<file path="src/rtl/uart_bnn_pkg.sv">
// Shared types and constants for the UART-to-BNN frame path.
// The optional checksum stage is selected with UART_FRAME_CKSUM_EN.
package uart_bnn_pkg;

   typedef enum logic [1:0] {
      IDLE    = 2'd0,
      PAYLOAD = 2'd1,
      CHECK   = 2'd2,
      DONE    = 2'd3
   } frame_state_t;

   localparam logic [7:0]  SYNC_BYTE_DFLT = 8'hA5;
   localparam int unsigned ERR_CNT_W      = 8;

   function automatic logic [ERR_CNT_W-1:0] err_sat_inc(input logic [ERR_CNT_W-1:0] c);
      return (c == '1) ? c : c + 1'b1;
   endfunction

   // Host may send while hunting (unless the core holds the buffer) or mid-frame.
   function automatic logic rts_for(input frame_state_t s, input logic busy);
      return ((s == IDLE) && !busy) || (s == PAYLOAD) || (s == CHECK);
   endfunction

endpackage

</file>
<file path="src/rtl/uart_idle_timer.sv">
// Inter-byte idle timer for uart_frame_ctrl; counts idle baud_clk edges
// while enabled and flags expiry on the cycle ending in the TIMEOUT_CYC-th one.
module uart_idle_timer #(
   parameter int unsigned TIMEOUT_CYC = 40
) (
   input  logic baud_clk,
   input  logic rst,
   input  logic clear,
   input  logic enable,
   output logic expired
);

   localparam int unsigned   CW   = (TIMEOUT_CYC > 1) ? $clog2(TIMEOUT_CYC) : 1;
   localparam logic [CW-1:0] LAST = CW'(TIMEOUT_CYC - 1);

   logic [CW-1:0] count;

   always_ff @(posedge baud_clk or posedge rst) begin
      if (rst)
         count <= '0;
      else if (clear || !enable)
         count <= '0;
      else if (count != LAST)
         count <= count + 1'b1;
   end

   // Count holds idle edges already seen, so the next idle edge is the expiring one.
   assign expired = enable && (count == LAST);

endmodule

</file>
<file path="src/rtl/uart_frame_ctrl.sv">
// Sequences UART bytes into the BNN image buffer: sync hunt, payload write,
// optional XOR checksum (UART_FRAME_CKSUM_EN), RTS flow control, error count.
module uart_frame_ctrl
   import uart_bnn_pkg::*;
#(
   parameter  int unsigned IMG_BYTES   = 13,
   parameter  int unsigned TIMEOUT_CYC = 40,
   parameter  logic [7:0]  SYNC_BYTE   = SYNC_BYTE_DFLT,
   localparam int unsigned AW          = (IMG_BYTES > 1) ? $clog2(IMG_BYTES) : 1
) (
   input  logic                 baud_clk,
   input  logic                 rst,
   input  logic [7:0]           rx_data,
   input  logic                 rx_valid,
   input  logic                 rx_err,
   input  logic                 bnn_busy,
   output logic                 rts,
   output logic                 wr_en,
   output logic [AW-1:0]        wr_addr,
   output logic [7:0]           wr_data,
   output logic                 img_ready,
   output logic                 frame_err,
   output logic [ERR_CNT_W-1:0] err_cnt
);

   localparam logic [AW-1:0] LAST_IDX = AW'(IMG_BYTES - 1);

   frame_state_t  state;
   logic [AW-1:0] idx;
   logic          in_frame;
   logic          tmr_expired;
   logic          abort;
   logic          err_bump;
`ifdef UART_FRAME_CKSUM_EN
   logic [7:0]    cksum;
`endif

   assign in_frame = (state == PAYLOAD) || (state == CHECK);

   uart_idle_timer #(
      .TIMEOUT_CYC(TIMEOUT_CYC)
   ) u_idle_timer (
      .baud_clk(baud_clk),
      .rst     (rst),
      .clear   (rx_valid),
      .enable  (in_frame),
      .expired (tmr_expired)
   );

   // rx_err beats a coincident byte; a byte beats a coincident timer expiry.
   always_comb begin
      abort = in_frame && (rx_err || (!rx_valid && tmr_expired));
`ifdef UART_FRAME_CKSUM_EN
      if ((state == CHECK) && rx_valid && (rx_data != cksum))
         abort = 1'b1;
`endif
      err_bump = rx_err || abort;
   end

   always_ff @(posedge baud_clk or posedge rst) begin
      if (rst) begin
         state     <= IDLE;
         idx       <= '0;
         rts       <= 1'b0;
         wr_en     <= 1'b0;
         wr_addr   <= '0;
         wr_data   <= '0;
         img_ready <= 1'b0;
         frame_err <= 1'b0;
         err_cnt   <= '0;
`ifdef UART_FRAME_CKSUM_EN
         cksum     <= '0;
`endif
      end else begin
         wr_en     <= 1'b0;
         img_ready <= 1'b0;
         frame_err <= 1'b0;
         rts       <= rts_for(state, bnn_busy);

         if (err_bump)
            err_cnt <= err_sat_inc(err_cnt);

         if (abort) begin
            state     <= IDLE;
            frame_err <= 1'b1;
            rts       <= rts_for(IDLE, bnn_busy);
         end else begin
            case (state)
               IDLE: begin
                  if (rx_valid && !rx_err && (rx_data == SYNC_BYTE) && !bnn_busy) begin
                     state <= PAYLOAD;
                     idx   <= '0;
                     rts   <= rts_for(PAYLOAD, bnn_busy);
`ifdef UART_FRAME_CKSUM_EN
                     cksum <= '0;
`endif
                  end
               end
               PAYLOAD: begin
                  if (rx_valid) begin
                     wr_en   <= 1'b1;
                     wr_addr <= idx;
                     wr_data <= rx_data;
                     idx     <= idx + 1'b1;
`ifdef UART_FRAME_CKSUM_EN
                     cksum   <= cksum ^ rx_data;
                     if (idx == LAST_IDX)
                        state <= CHECK;
`else
                     if (idx == LAST_IDX) begin
                        state     <= DONE;
                        img_ready <= 1'b1;
                        rts       <= 1'b0;
                     end
`endif
                  end
               end
`ifdef UART_FRAME_CKSUM_EN
               CHECK: begin
                  if (rx_valid) begin
                     state     <= DONE;
                     img_ready <= 1'b1;
                     rts       <= 1'b0;
                  end
               end
`endif
               DONE: begin
                  state <= IDLE;
                  rts   <= rts_for(IDLE, bnn_busy);
               end
               default: state <= IDLE;
            endcase
         end
      end
   end

endmodule

</file>
<file path="config.mk">
export PLATFORM = sky130hd
export DESIGN_NAME = uart_frame_ctrl
export DESIGN_NICKNAME = d
export VERILOG_FILES = /design/src/rtl/uart_bnn_pkg.sv /design/src/rtl/uart_idle_timer.sv /design/src/rtl/uart_frame_ctrl.sv
export SDC_FILE = /design/constraint.sdc
export NUM_CORES = 1
export LEC_CHECK = 0
export BUFFER_PORTS_ARGS = -buffer_cell sky130_fd_sc_hd__buf_2
export CAP_MARGIN = 20
export CORE_AREA = 8 8 85 94
export CTS_CLUSTER_SIZE = 30
export DETAILED_ROUTE_END_ITERATION = 8
export DIE_AREA = 0 0 93 102
export PLACE_DENSITY = 0.47
export SETUP_SLACK_MARGIN = 0.4
export SLEW_MARGIN = 25
export SYNTH_ARGS = -nofsm -noshare
export SYNTH_HDL_FRONTEND = slang
export SYNTH_HIERARCHICAL = 1
export SYNTH_SLANG_ARGS = --single-unit
</file>
<file path="constraint.sdc">
create_clock -name baud_clk -period 2.75 [get_ports baud_clk]
set_clock_uncertainty 0.2 [all_clocks]
set_input_delay 0.6875 -clock baud_clk [delete_from_list [all_inputs] [get_ports baud_clk]]
set_output_delay 0.6875 -clock baud_clk [all_outputs]
set_load 0.05 [all_outputs]
</file>
==> impl_metrics.tcl <==
set metrics [dict create \
    area_delta_synth_final_pct 23.3 \
    ant_nets 0 \
    cts_tree "yes" \
    min_path_type "in -> async" \
    crit_type "reg -> reg" \
    setup_tns_ps 0 \
    ir_drop_uv 562 \
    fin_nets 242 \
    synthTopCellsByArea "dfrtp_1 (48%), ha_1 (6.0%), mux2_2 (6.0%)" \
    synth_warnings 6 \
    syn-cell-area_um2 1880 \
    die_h_um 102 \
    clk_pin_slew_ps 70 \
    vias 1406 \
    yosysUniqueCellTypes 45 \
    clock_path_buffers 2 \
    grt_pass1_vias 1471 \
    async_flop_share_pct 100 \
    timing.final.crit_share_pct 79.5 \
    rsz0062_at_grt "false" \
    numCtsBuffers 5 \
    drc 0 \
    yosys_most_used_dff "dfrtp_1" \
    setup_viol 0 \
    fillers 697 \
    drive_gt1_share_pct 33.5 \
    crit_fanout 7 \
    fp.coreArea_um2 6440 \
    rows 31 \
    die_w_um 93 \
    clk_latency_ps 290 \
    yosysMostFrequentCell "dfrtp_1" \
    grt_max_degree 31 \
    antenna_found_initial 0 \
    ys_seq_area_share_pct 48.0 \
    grt.total_usage_pct 9.28 \
    synthCells 174 \
    firstDrtPassIters 4 \
    hpwl_mm 3.17 \
    antenna_cells 0 \
    dieArea_um2 9490 \
    post_drt_via_cell_ratio 4.64 \
    max-cap-violations 0 \
    hold_viol 0 \
    synth_edf_count 0 \
    initialDrtViolationCount 41 \
    io_pins 37 \
    setup.worst_path.start_class "flop" \
    power.density_nw_per_um2 1240 \
    slew_headroom_pct 66.2 \
    portBuffers 36 \
    htree_num_levels 2 \
    numClockSinks 36 \
    synth_top_area_share_pct 48.0 \
    power.leakage_nw 1.09 \
    synth-seq-cells 36 \
    arrival_ps 2160 \
    crit_required_ps 2720 \
    r2r_cells 7 \
    avgSynthCellArea_um2 10.8 \
    start_util_pct 29.1 \
    grt_pass1_wl_mm 6.98 \
    cts_root_buf "clkbuf_8" \
    placed_cells 291 \
    stdcell_count 303 \
    endpoint_kind "flop" \
    synth_commonest_cells "dfrtp_1 (36), inv_1 (13), nand2_1 (13)" \
    gp_congestion 0.729 \
    drv_slew 0 \
    yosysTopAreaCell "dfrtp_1" \
    postCtsHoldBufs 0 \
    status "completed" \
    drt-wirelength-per-cell_um 13.6 \
    fmax_ghz 0.457 \
    tightest_slew_ps 506 \
    grt_remaining_overflow 0 \
    routed_wirelength_mm 4.13 \
    synth_fp_nets 196 \
    period_needed_ps 2190 \
]
## cell type report
class / instances / area, um2 / area share (%)
multi-input combinational: 121 / 921 / 39.8
tap: 82 / 103 / 4.43
sequential: 36 / 901 / 38.9
clock buffer: 5 / 68.8 / 2.97
inverter: 14 / 52.6 / 2.27
clock inverter: 3 / 42.5 / 1.84
timing repair buffer: 42 / 225 / 9.73
## layer usage
metal	vias to the layer above	track usage [%]	wire length, um
met3	6	2.87	224
met4	0	3.72	57
met5	-	0	0
met2	20	16.3	2140
met1	674	10.2	1710
li1	706	-	-
## stage by stage
stage	hold slack (ps)	setup WS [ps]	area, um2	utilization [%]	power [mW]
finish	120	563	2310	35.9	2.87
detailed placement	276	324	2150	33.4	2.37
CTS	121	429	2270	35.2	2.85
global placement	264	402	2150	33.4	2.37
global route	119	402	2310	35.9	3.07
floorplan	278	588	1880	-	2.03
## sequential cells by signal, indices dropped and copies added, names as in the netlist, 2 cells and up
register,flops
state,2
idx,4
u_idle_timer/count,6
wr_addr,4
err_cnt,8
wr_data,8
## cell usage in the layout, fill, tap and decap left out, types with 2 or more instances in the layout
cell | Yosys | routed
dfrtp_1 | 36 | 36
buf_2 | 0 | 36
nand2_1 | 13 | 13
inv_1 | 13 | 13
o21ai_0 | 12 | 12
nand3_1 | 10 | 10
mux2_2 | 10 | 10
nor2_1 | 8 | 8
ha_1 | 9 | 8
xor2_1 | 7 | 7
a21oi_1 | 6 | 6
buf_4 | 1 | 6
clkbuf_8 | 0 | 5
nor2b_1 | 4 | 4
a31oi_1 | 3 | 3
nor3_1 | 3 | 3
o21ai_2 | 1 | 2
xnor2_1 | 2 | 2
a211oi_1 | 2 | 2
a22oi_1 | 2 | 2
o2bb2ai_1 | 2 | 2
nand2b_1 | 2 | 2
nand4_1 | 2 | 2
and2_1 | 2 | 2
nor3b_2 | 1 | 2
## kinds of logic after synthesis
group | count (synthesis) | share of synthesized area [%]
multiplexers | 11 | 6.80
XOR/XNOR | 9 | 4.20
buffers and inverters | 17 | 4.00
AO/OA/AOI/OAI | 36 | 13.3
flip-flops | 36 | 48.0
AND/OR/NAND/NOR | 56 | 17.7
adder cells (fa/ha/maj) | 9 | 6.00
## power breakdown
| part | leakage [nW] | switching (mW) | internal, mW |
|---|---|---|---|
| Sequential | 0.448 | 0.168 | 0.739 |
| Combinational | 0.586 | 1.01 | 0.482 |
| Clock | 0.0541 | 0.197 | 0.268 |
| Total | 1.09 | 1.38 | 1.49 |
## repair_timing
item,4_1_cts,5_1_grt
buffers inserted,0,4
resized for setup,1,3
setup endpoints to repair,2,13
pin swaps,0,1
hold endpoints to repair,0,0
## worst max-delay path, stage by stage, from the launching register on
cell	delay (ps)
dfrtp_1	400
ha_1	240
and2_1	180
and3_1	210
nor2b_1	150
o21ai_2	250
a31oi_1	120
a311o_1	320
## final timing paths
path,startpoint,endpoint,slack (ps)
max in group asynchronous,rst,wr_en,1780
max reg2reg,u_idle_timer/count[0],rts,560
max,u_idle_timer/count[0],rts,560
min reg2reg,wr_addr[1],wr_addr[1],290
min,rst,u_idle_timer/count[4],120
min in group baud_clk,wr_addr[1],wr_addr[1],290
Note: power is estimated with default switching activity, not from simulation.
